File: src/rtl/serial_adder_pkg.sv
// Shared definitions for the bit-serial adder datapath: controller state
// encoding, default operand width and the matching result width.
package serial_adder_pkg;

  // Operand feeder controller states
  typedef enum logic [1:0] {
    ST_IDLE  = 2'd0,
    ST_SHIFT = 2'd1,
    ST_FLUSH = 2'd2,
    ST_DONE  = 2'd3
  } tx_state_t;

  // Default operand width in bits
  localparam int DEFAULT_WIDTH = 8;

  // The collector keeps one extra bit for the final carry / no-borrow flag
  localparam int RESULT_WIDTH = DEFAULT_WIDTH + 1;

  // Result width for an arbitrary operand width
  function automatic int result_width(input int width);
    return width + 1;
  endfunction

endpackage

File: src/rtl/piso_shift_r.sv
// Parallel-in / serial-out right shifter. A load captures the parallel word;
// each shift moves it one place towards bit 0 with zero fill, so the serial
// output always presents the current LSB. Load has priority over shift.
module piso_shift_r #(
  parameter int W = 8
) (
  input  logic         clk_i,
  input  logic         rst_i,
  input  logic         load_i,
  input  logic         shift_i,
  input  logic [W-1:0] data_i,
  output logic         serial_o
);

  logic [W-1:0] shift_reg;

  // Capture on load, otherwise shift right with zero fill
  always_ff @(posedge clk_i or negedge rst_i) begin
    if (!rst_i) begin
      shift_reg <= '0;
    end else if (load_i) begin
      shift_reg <= data_i;
    end else if (shift_i) begin
      shift_reg <= {1'b0, shift_reg[W-1:1]};
    end
  end

  assign serial_o = shift_reg[0];

endmodule

File: src/rtl/serial_operand_tx.sv
// Parallel-to-serial operand feeder for the bit-serial adder.
// Streams two WIDTH-bit operands LSB first, then adds one zero "flush"
// bit pair so the adder's carry lands in the collector as bit WIDTH.
// Optional subtract mode is built when SERIAL_TX_SUB_EN is defined: the
// sub_i port appears, B is inverted during SHIFT and the carry starts at 1.
module serial_operand_tx
  import serial_adder_pkg::*;
#(
  parameter int WIDTH = DEFAULT_WIDTH
) (
  input  logic             clk_i,
  input  logic             rst_i,
  input  logic             start_i,
`ifdef SERIAL_TX_SUB_EN
  input  logic             sub_i,
`endif
  input  logic [WIDTH-1:0] a_i,
  input  logic [WIDTH-1:0] b_i,
  output logic             ready_o,
  output logic             a_bit_o,
  output logic             b_bit_o,
  output logic             carry_clr_o,
  output logic             carry_init_o,
  output logic             shift_en_o,
  output logic             busy_o,
  output logic             done_o
);

  localparam int CNT_W = (WIDTH > 1) ? $clog2(WIDTH) : 1;
  localparam logic [CNT_W-1:0] LAST_BIT = CNT_W'(WIDTH - 1);

  tx_state_t        state_reg;
  logic [CNT_W-1:0] cnt_reg;
  logic             ready_reg;
  logic             shift_en_reg;
  logic             busy_reg;
  logic             done_reg;
  logic             shifting_reg;   // high only in SHIFT: gates the data bits

  logic             accept;
  logic             a_ser;
  logic             b_ser;
  logic             b_inv;

  assign accept = start_i & ready_reg;

  // Controller: state, bit counter and all registered status outputs
  always_ff @(posedge clk_i or negedge rst_i) begin
    if (!rst_i) begin
      state_reg    <= ST_IDLE;
      cnt_reg      <= '0;
      ready_reg    <= 1'b1;
      shift_en_reg <= 1'b0;
      busy_reg     <= 1'b0;
      done_reg     <= 1'b0;
      shifting_reg <= 1'b0;
    end else begin
      case (state_reg)
        ST_IDLE: begin
          if (accept) begin
            state_reg    <= ST_SHIFT;
            cnt_reg      <= '0;
            ready_reg    <= 1'b0;
            shift_en_reg <= 1'b1;
            busy_reg     <= 1'b1;
            shifting_reg <= 1'b1;
          end
        end
        ST_SHIFT: begin
          // Stop counting on the last bit so the counter never wraps
          if (cnt_reg == LAST_BIT) begin
            state_reg    <= ST_FLUSH;
            shifting_reg <= 1'b0;
          end else begin
            cnt_reg <= cnt_reg + 1'b1;
          end
        end
        ST_FLUSH: begin
          state_reg    <= ST_DONE;
          shift_en_reg <= 1'b0;
          busy_reg     <= 1'b0;
          done_reg     <= 1'b1;
        end
        ST_DONE: begin
          state_reg <= ST_IDLE;
          done_reg  <= 1'b0;
          ready_reg <= 1'b1;
        end
        default: begin
          state_reg    <= ST_IDLE;
          ready_reg    <= 1'b1;
          shift_en_reg <= 1'b0;
          busy_reg     <= 1'b0;
          done_reg     <= 1'b0;
          shifting_reg <= 1'b0;
        end
      endcase
    end
  end

  // Operand shift registers: loaded on acceptance, shifted once per SHIFT cycle
  piso_shift_r #(.W(WIDTH)) u_piso_a (
    .clk_i    (clk_i),
    .rst_i    (rst_i),
    .load_i   (accept),
    .shift_i  (shifting_reg),
    .data_i   (a_i),
    .serial_o (a_ser)
  );

  piso_shift_r #(.W(WIDTH)) u_piso_b (
    .clk_i    (clk_i),
    .rst_i    (rst_i),
    .load_i   (accept),
    .shift_i  (shifting_reg),
    .data_i   (b_i),
    .serial_o (b_ser)
  );

`ifdef SERIAL_TX_SUB_EN
  logic sub_reg;

  // Remember the operation mode for the whole transfer
  always_ff @(posedge clk_i or negedge rst_i) begin
    if (!rst_i) begin
      sub_reg <= 1'b0;
    end else if (accept) begin
      sub_reg <= sub_i;
    end
  end

  // A - B = A + ~B + 1: invert B only while data bits flow, seed carry with 1
  assign b_inv        = sub_reg & shifting_reg;
  assign carry_init_o = accept & sub_i;
`else
  assign b_inv        = 1'b0;
  assign carry_init_o = 1'b0;
`endif

  // Data bits are forced to zero outside SHIFT, which makes FLUSH a pure
  // carry-out cycle regardless of mode
  assign a_bit_o     = shifting_reg & a_ser;
  assign b_bit_o     = shifting_reg & (b_ser ^ b_inv);
  assign carry_clr_o = accept;
  assign ready_o     = ready_reg;
  assign shift_en_o  = shift_en_reg;
  assign busy_o      = busy_reg;
  assign done_o      = done_reg;

endmodule

File: config.mk
export PLATFORM = sky130hd
export DESIGN_NAME = serial_operand_tx
export DESIGN_NICKNAME = d
export VERILOG_FILES = /design/src/rtl/serial_adder_pkg.sv /design/src/rtl/piso_shift_r.sv /design/src/rtl/serial_operand_tx.sv
export SDC_FILE = /design/constraint.sdc
export NUM_CORES = 1
export LEC_CHECK = 0
export CORE_ASPECT_RATIO = 1.1
export CORE_UTILIZATION = 50
export DETAILED_ROUTE_END_ITERATION = 10
export PLACE_DENSITY = 0.85
export RECOVER_POWER = 25
export SKIP_CTS_REPAIR_TIMING = 1
export SYNTH_ARGS = -nofsm -noshare
export SYNTH_HDL_FRONTEND = slang
export SYNTH_HIERARCHICAL = 1
export SYNTH_SLANG_ARGS = --single-unit
File: constraint.sdc
create_clock -name clk_i -period 2 [get_ports clk_i]
set_input_delay 0.5 -clock clk_i [delete_from_list [all_inputs] [get_ports clk_i]]
set_output_delay 0.5 -clock clk_i [all_outputs]
set_load 0.02 [all_outputs]
==> flow_metrics.env, run 1 <==
export IMPL_status="finished clean"
export IMPL_layout_drive_gt1_share_pct=10.53
export IMPL_hold_depth=2
export IMPL_drc_errors=0
export IMPL_die_y_um=55.48
export IMPL_num_rows=19
export IMPL_synthesis_nets=149
export IMPL_hold_path_class="reg2reg"
export IMPL_p_per_area_nw_per_um2=1225
export IMPL_grt_max_degree=35
export IMPL_wl_per_cell_um=13.02
export IMPL_yosysSeqAreaShare_pct=48.22
export IMPL_period_share_pct=97.44
export IMPL_muxShareOfSynthArea_pct=15.11
export IMPL_critPathCaptureType="output port"
export IMPL_synth_xor_area_share_pct=0
export IMPL_clk_latency_ns=0.31
export IMPL_min_to="done_o"
export IMPL_cts_tree="yes"
export IMPL_antenna_found_initial=0
export IMPL_timing_rr_end="state_reg[1]"
export IMPL_syn_area_um2=1300
export IMPL_finalWorstSetupSlack_ns=0.05118
export IMPL_critPathRequiredTime_ns=1.50
export IMPL_post_place_ws_ns=-0.3774
export IMPL_area_growth_synth_to_final_pct=23.58
export IMPL_crit_type="reg2out"
export IMPL_layout_nets=180
export IMPL_p_leak_nw=0.8310
export IMPL_grt_pass1_vias=1005
export IMPL_worstHoldStart="done_o"
export IMPL_via_per_inst=4.891
export IMPL_synthSimpleGateAreaFrac_pct=9.817
export IMPL_synth_distinct_cells=20
export IMPL_synth_seq_cells=25
export IMPL_critPathArrivalTime_ns=1.45
export IMPL_fmax_mhz=513.1
export IMPL_antenna_cells=0
export IMPL_worstMarginPinSlew_ns=0.6180
export IMPL_cts_buffers=3
export IMPL_drv_slew=0
export IMPL_overflow=0
export IMPL_path_clk_slew_ns=0.13
export IMPL_setup_viol=0
export IMPL_syn_inst=122
export IMPL_cts_buffer_depth=2
export IMPL_cts_sinks=25
export IMPL_cap_violations=0
export IMPL_fillers=208
export IMPL_skew_ns=0.005314
export IMPL_syn_area_per_cell_um2=10.66
export IMPL_routed_wl_um=2382
export IMPL_timing_rr_start="state_reg[0]"
export IMPL_whs_ns=0.5079
export IMPL_gp_congestion=0.7087
export IMPL_tns_ns=0
export IMPL_first_iter_violations=11
export IMPL_track_usage_pct=19.53
export IMPL_dpl_hpwl_um=1801
export IMPL_synth_top_family_by_area="multiplexers"
export IMPL_reg2reg_slack_ns=0.35
export IMPL_hold_viol=0
export IMPL_postRouteAntennaNets=0
export IMPL_htree_levels=1
export IMPL_period_minus_slack_ns=1.949
export IMPL_start_kind="register"
export IMPL_pin_count=27
export IMPL_reg2regPathDepth=5
export IMPL_die_area_um2=2808
export IMPL_fin_util_pct=64.98
export IMPL_fp_dieW_um=50.62
export IMPL_core_um2=2472
export IMPL_ir_drop_mv=0.7487
export IMPL_drt_pass1_iterations=4
export IMPL_io_buffers=25
export IMPL_cts_root_buf="clkbuf_4"
export IMPL_crit_path_max_fanout=5
export IMPL_synth_compound_area_share_pct=12.22
export IMPL_grt_pass1_wl_um=4126
export IMPL_vias=895
export IMPL_ys_warnings_count=6
export IMPL_synthAdderAreaFrac_pct=7.700
export IMPL_maxSlewHeadroom_pct=58.80
export IMPL_start_util_pct=52.58
## worst max-delay path, cell delays in order (launching register included)
cell and delay (ns):
dfrtp_2 0.45, and2_1 0.16, clkdlybuf4s50_1 0.53
## cell type report
| type | count | area [um2] | share of cell area [%] |
|---|---|---|---|
| Timing Repair Buffer | 32 | 300.3 | 18.69 |
| Clock buffer | 4 | 26.28 | 1.636 |
| Multi-Input combinational cell | 84 | 586.8 | 36.53 |
| Inverter | 7 | 26.28 | 1.636 |
| Tap cell | 31 | 38.79 | 2.414 |
| Sequential cell | 25 | 628.1 | 39.10 |
## metal layers
| metal | part of all wire, % | track usage, % |
|---|---|---|
| met2 | 53 | 37.33 |
| met5 | 0 | 0 |
| met4 | 0.88 | 8.333 |
| met1 | 43 | 20.62 |
| met3 | 2.7 | 2.479 |
## metrics by stage
stage / cells / instance area [um2] / power (mW)
6_report: 183 / 1607 / 1.968
5_1_grt: 183 / 1607 / 2.126
4_1_cts: 182 / 1600 / 2.004
3_5_place_dp: 178 / 1574 / 1.788
3_3_place_gp: 178 / 1574 / 1.726
2_1_floorplan: 122 / 1300 / 1.464
## worst max-delay path by stage
stage / from / end / slack (ns) / depth (start not counted)
6_report: shifting_reg / a_bit_o / 0.05 / 2
5_1_grt: shifting_reg / a_bit_o / -0.01 / 2
4_1_cts: start_i / carry_clr_o / -0.38 / 3
3_5_place_dp: start_i / carry_clr_o / -0.38 / 3
3_3_place_gp: start_i / carry_clr_o / -0.37 / 3
2_1_floorplan: ready_o / carry_clr_o / 0.35 / 1
## cells in the final DEF, fill, tap and decap left out, types with 2 or more instances in the layout
| cell | n |
|---|---|
| o21ai_0 | 5 |
| mux2i_1 | 17 |
| buf_4 | 6 |
| inv_1 | 7 |
| ha_1 | 8 |
| nor2_1 | 4 |
| a21oi_1 | 5 |
| clkbuf_2 | 2 |
| and2_1 | 3 |
| clkdlybuf4s50_1 | 21 |
| nand2_1 | 20 |
| o21ai_1 | 14 |
| clkbuf_4 | 3 |
| dfrtp_1 | 23 |
| dlymetal6s2s_1 | 2 |
| nand2b_1 | 2 |
## kinds of logic after synthesis
kind of cell               count (synthesis)
and+or+nand+nor                           30
adders and majority gates                  8
muxes                                     19
other                                      1
DFF                                       25
AOI/OAI and AO/OA                         26
buffers and inverters                     13
## synthesized netlist by cell type
cell / number / area (um2)
inv_1: 7 / 26.28
and2_1: 3 / 18.77
a21boi_4: 1 / 18.77
nand2b_1: 2 / 12.51
mux2i_1: 17 / 170.2
nor2_1: 4 / 15.01
mux2_4: 1 / 15.01
a211oi_4: 1 / 20.02
nor2b_1: 1 / 6.260
o21ai_0: 5 / 25.02
ha_1: 8 / 100.1
dfrtp_1: 24 / 600.6
dfstp_2: 1 / 26.28
mux2_1: 1 / 11.26
buf_4: 2 / 15.01
nand2_1: 20 / 75.07
a21oi_1: 5 / 25.02
o21ai_1: 14 / 70.07
buf_6: 4 / 45.04
conb_1: 1 / 3.750
## power by group
group | switching (mW) | internal [mW] | leakage, nW
registers | 0.115 | 0.706 | 0.314
clock network | 0.141 | 0.0778 | 0.0150
logic | 0.476 | 0.452 | 0.502
total | 0.732 | 1.24 | 0.831
Note: power is estimated with default switching activity, not from simulation.
==> run 2, diff against run 1 <==
- CELL_PAD_IN_SITES_DETAIL_PLACEMENT: unset -> 0
- CELL_PAD_IN_SITES_GLOBAL_PLACEMENT: unset -> 2
- CORE_UTILIZATION: 50 -> 31
- PLACE_DENSITY: 0.85 -> 0.84
==> run 2 against run 1 <==
Net effect:
- via count is 0.56% lower
- sequential share of layout area shrank 1.1 points
- die area rose by 59%
- first-iteration DRC count increased to 3.5 times the previous value
- critical path depth unchanged
- final area increased by 2.6%
- flip-flop and latch count did not move
- critical path type unchanged
- critical endpoint unchanged
- largest cell class unchanged
==> flow_metrics.env, run 2 (synthesized netlist as in run 1, its figures left out) <==
export IMPL_status="finished clean"
export IMPL_layout_nets=179
export IMPL_tns_ns=0
export IMPL_maxSlewHeadroom_pct=57.54
export IMPL_dpl_hpwl_um=1727
export IMPL_finalInstanceArea_um2=1648
export IMPL_routed_wl_um=2372
export IMPL_postRouteAntennaNets=0
export IMPL_fp_dieW_um=63.75
export IMPL_vias=890
export IMPL_pin_count=27
export IMPL_track_usage_pct=12.25
export IMPL_grt_max_degree=35
export IMPL_worstMarginPinSlew_ns=0.6369
export IMPL_core_um2=3994
export IMPL_cts_sinks=25
export IMPL_timing_rr_end="state_reg[1]"
export IMPL_final_common_cell="dfrtp_1"
export IMPL_skew_ns=0.001878
export IMPL_antenna_found_initial=0
export IMPL_start_util_pct=32.55
export IMPL_critPathArrivalTime_ns=1.39
export IMPL_grt_pass1_wl_um=4402
export IMPL_cap_violations=0
export IMPL_fmax_mhz=529.9
export IMPL_first_iter_violations=38
export IMPL_critPathCaptureType="output port"
export IMPL_p_per_area_nw_per_um2=1232
export IMPL_num_rows=24
export IMPL_mostFrequentLayoutCells="dfrtp_1, clkdlybuf4s50_1, nand2_1"
export IMPL_path_clk_slew_ns=0.08
export IMPL_critPathRequiredTime_ns=1.50
export IMPL_htree_levels=1
export IMPL_period_minus_slack_ns=1.887
export IMPL_ir_drop_mv=0.4220
export IMPL_crit_type="reg2out"
export IMPL_start_kind="register"
export IMPL_setup_viol=0
export IMPL_die_y_um=69.92
export IMPL_io_buffers=25
export IMPL_area_growth_synth_to_final_pct=26.76
export IMPL_cts_buffer_depth=2
export IMPL_gp_congestion=0.6903
export IMPL_via_per_inst=4.384
export IMPL_p_leak_nw=0.8361
export IMPL_dp_cells=199
export IMPL_timing_rr_start="state_reg[0]"
export IMPL_min_to="done_o"
export IMPL_die_area_um2=4457
export IMPL_critPathLaunch="shifting_reg"
export IMPL_antenna_cells=0
export IMPL_wl_per_cell_um=11.68
export IMPL_period_share_pct=94.36
export IMPL_fillers=406
export IMPL_clk_latency_ns=0.26
export IMPL_hold_path_class="reg2reg"
export IMPL_worstHoldStart="done_o"
export IMPL_reg2reg_slack_ns=0.36
export IMPL_reg2regPathDepth=5
export IMPL_cts_root_buf="clkbuf_8"
export IMPL_layout_drive_gt1_share_pct=8.609
export IMPL_final_cells=203
export IMPL_drc_errors=0
export IMPL_cts_tree="yes"
export IMPL_drv_slew=0
export IMPL_overflow=0
export IMPL_hold_depth=2
export IMPL_crit_path_max_fanout=4
export IMPL_cts_buffers=3
export IMPL_placed_area_um2=1600
export IMPL_hold_viol=0
export IMPL_drt_pass1_iterations=2
export IMPL_grt_pass1_vias=1005
export IMPL_rsz0062_at_grt="no"
## run 2: cell types whose count changed in the layout (fill, tap and decap cells not counted)
cell             change
clkdlybuf4s50_1      +1
clkbuf_8             +3
clkbuf_4             -3
clkbuf_2             -1
dfrtp_2              -1
buf_4                -1
dfrtp_1              +1
## run 2: metrics by stage
| stage | setup WS [ns] | power (mW) | hold WS, ns | util (%) |
|---|---|---|---|---|
| 2_1_floorplan | 0.3517 | 1.464 | 0.2044 | - |
| 3_3_place_gp | -0.2548 | 1.730 | 0.4791 | 40.07 |
| 3_5_place_dp | -0.2614 | 1.775 | 0.4833 | 40.07 |
| 4_1_cts | -0.2614 | 2.075 | 0.5044 | 41.20 |
| 5_1_grt | 0.03544 | 2.229 | 0.5380 | 41.26 |
| 6_report | 0.1128 | 2.031 | 0.4981 | 41.26 |
## run 2: cell type report
| type | instances | area, um2 | area share [%] |
|---|---|---|---|
| multi-input combinational | 84 | 586.8 | 35.61 |
| tap | 52 | 65.06 | 3.948 |
| inverter | 7 | 26.28 | 1.595 |
| sequential | 25 | 626.9 | 38.04 |
| timing repair buffer | 31 | 297.8 | 18.07 |
| clock buffer | 4 | 45.04 | 2.733 |
## run 2: per-layer routing
layer / share of wire, % / vias to the layer above / GRT usage [%]
li1: - / 458 / -
met1: 46 / 418 / 15.29
met2: 50 / 12 / 21.51
met3: 3.6 / 2 / 1.797
met4: 0.80 / 0 / 3.788
met5: 0 / - / 0
## run 2: worst max-delay path by stage
stage,depth (start not counted),to,slack [ns]
finish,2,a_bit_o,0.11
global route,2,a_bit_o,0.04
CTS,3,carry_clr_o,-0.26
detailed placement,3,carry_clr_o,-0.26
global placement,3,carry_clr_o,-0.25
floorplan,1,carry_clr_o,0.35
## run 2: report_power, final
group          leakage (nW)  internal (mW)  switching [mW]
Sequential            0.314          0.709           0.124
Combinational         0.499          0.446           0.461
Clock                0.0228          0.142           0.148
## run 2: worst max-delay path: stages, from the launching register on
cell and delay, ns:
dfrtp_1 0.38, and2_1 0.15, clkdlybuf4s50_1 0.60
==> run 3, diff against run 2 <==
- CAP_MARGIN: unset -> 25
- PLACE_DENSITY: 0.84 -> 0.82
- clock period: 2 -> 2.1 ns (I/O delays scaled with it)
==> run 3 against run 2 <==
Net effect:
- first-iteration DRC count shrank 55%
- final cell count stayed put
- non-clock buffer count unchanged
- routed wire length rose by 1.7%
- count of clock-buffer cells in the layout shrank 1
- final area did not move
- flip-flop and latch count did not move
- critical path depth fell by 1
- worst hold slack improved by 0.0028 ns
- sequential share of layout area unchanged
- setup slack got worse by 0.0054 ns
- core utilization is the same
- critical path type unchanged
- critical endpoint is now ready_o
- highest routed layer unchanged
==> flow_metrics.env, run 3 (synthesized netlist as in run 1, its figures left out) <==
export IMPL_die_y_um=69.92
export IMPL_final_common_cell="dfrtp_1"
export IMPL_whs_ns=0.5009
export IMPL_cts_buffers=3
export IMPL_num_rows=24
export IMPL_cts_tree="yes"
export IMPL_critPathRequiredTime_ns=1.57
export IMPL_fillers=410
export IMPL_via_per_inst=4.557
export IMPL_worstMarginPinSlew_ns=0.8696
export IMPL_die_area_um2=4457
export IMPL_maxSlewHeadroom_pct=42.03
export IMPL_slowest_delay_ns=0.61
export IMPL_tns_ns=0
export IMPL_seq_power_share_pct=40.7
export IMPL_cp_num_buf_inv=1
export IMPL_fmax_mhz=501.9
export IMPL_final_cells=203
export IMPL_rsz0062_at_grt="no"
export IMPL_path_clk_slew_ns=0.08
export IMPL_layout_nets=179
export IMPL_grt_pass1_wl_um=4347
export IMPL_hold_depth=2
export IMPL_fp_dieW_um=63.75
export IMPL_worstHoldStart="done_o"
export IMPL_htree_levels=1
export IMPL_layout_drive_gt1_share_pct=8.609
export IMPL_drt_pass1_iterations=4
export IMPL_start_kind="register"
export IMPL_timing_rr_end="state_reg[1]"
export IMPL_p_sw_share_pct=36.71
export IMPL_vias=925
export IMPL_switchingPower_mw=0.7158
export IMPL_grt_use_met3_pct=2.451
export IMPL_hold_path_class="reg2reg"
export IMPL_mostFrequentLayoutCells="dfrtp_1, clkdlybuf4s50_1, nand2_1"
export IMPL_routed_wl_um=2413
export IMPL_pin_count=27
export IMPL_setup_viol=0
export IMPL_antenna_found_initial=0
export IMPL_power_frac_comb_pct=44.7
export IMPL_core_um2=3994
export IMPL_io_buffers=25
export IMPL_grt_pass1_vias=970
export IMPL_overflow=0
export IMPL_drv_slew=0
export IMPL_reg2regPathDepth=5
export IMPL_antenna_cells=0
export IMPL_ir_drop_mv=0.5226
export IMPL_grt_util_met1_pct=14.63
export IMPL_crit_path_max_fanout=5
export IMPL_dpl_hpwl_um=1874
export IMPL_dp_cells=199
export IMPL_grt_use_met2_pct=21.51
export IMPL_wl_per_cell_um=11.89
export IMPL_cts_sinks=25
export IMPL_clkPwrFrac_pct=14.6
export IMPL_fin_util_pct=41.26
export IMPL_cts_buffer_depth=2
export IMPL_start_util_pct=32.55
export IMPL_post_place_ws_ns=-0.1996
export IMPL_clk_latency_ns=0.27
export IMPL_p_per_area_nw_per_um2=1183
export IMPL_finalInstanceArea_um2=1648
export IMPL_period_share_pct=94.88
export IMPL_area_growth_synth_to_final_pct=26.76
export IMPL_finalWorstSetupSlack_ns=0.1075
export IMPL_reg2reg_slack_ns=0.42
export IMPL_postRouteAntennaNets=0
export IMPL_cts_root_buf="clkbuf_8"
export IMPL_track_usage_pct=12.28
export IMPL_cell_internal_pwr_mw=1.234
export IMPL_totalPowerFinal_mw=1.950
export IMPL_grt_max_degree=35
export IMPL_top_usage_layer="met2"
export IMPL_path_delay_family="buffers and inverters"
export IMPL_worstPathCellList="clkdlybuf4s50_1"
export IMPL_status="finished clean"
export IMPL_drc_errors=0
export IMPL_skew_ns=0.003367
export IMPL_period_minus_slack_ns=1.993
export IMPL_cap_violations=0
export IMPL_p_leak_nw=0.8217
export IMPL_min_to="done_o"
export IMPL_crit_type="reg2out"
export IMPL_hold_viol=0
export IMPL_gp_congestion=0.7005
export IMPL_timing_rr_start="state_reg[0]"
export IMPL_critPathArrivalTime_ns=1.47
export IMPL_cpMaxStageDelayCell="clkdlybuf4s50_1"
export IMPL_critPathCaptureType="output port"
export IMPL_first_iter_violations=17
export IMPL_placed_area_um2=1600
[run 3: worst max path at each step]
stage	cells after the start	end	from
detailed placement	3	carry_clr_o	start_i
CTS	3	carry_clr_o	start_i
finish	1	ready_o	ready_o
global route	1	ready_o	ready_o
floorplan	1	carry_clr_o	ready_o
global placement	3	carry_clr_o	start_i
[run 3: area by class of cell]
cell class / instances / area, um2 / share of cell area (%)
clock buffer: 3 / 41.29 / 2.506
clock inverter: 1 / 7.507 / 0.4556
inverter: 7 / 26.28 / 1.595
multi-input combinational: 84 / 586.8 / 35.61
sequential: 25 / 626.9 / 38.04
tap: 52 / 65.06 / 3.948
timing repair buffer: 31 / 294.0 / 17.84
[run 3: worst reg2reg max path, stage by stage, from the launching register on]
cell	delay, ns
dfrtp_1	0.40
inv_1	0.13
ha_1	0.30
a21boi_4	0.29
a21oi_1	0.11
mux2_1	0.33
[run 3: routing by layer]
metal / wire length [um] / part of all wire, % / up-vias
met5: 0 / 0 / -
met1: 1083 / 45 / 443
li1: - / - / 459
met2: 1198 / 50 / 19
met4: 34 / 1.4 / 0
met3: 98 / 4.1 / 4
[run 3: power by group through the flow]
stage	combinational (mW)	clock [mW]	sequential [mW]
6_report	0.871	0.285	0.794
5_1_grt	0.971	0.315	0.822
4_1_cts	0.891	0.298	0.795
3_5_place_dp	0.889	0	0.803
3_3_place_gp	0.854	0	0.796
2_1_floorplan	0.583	0	0.812
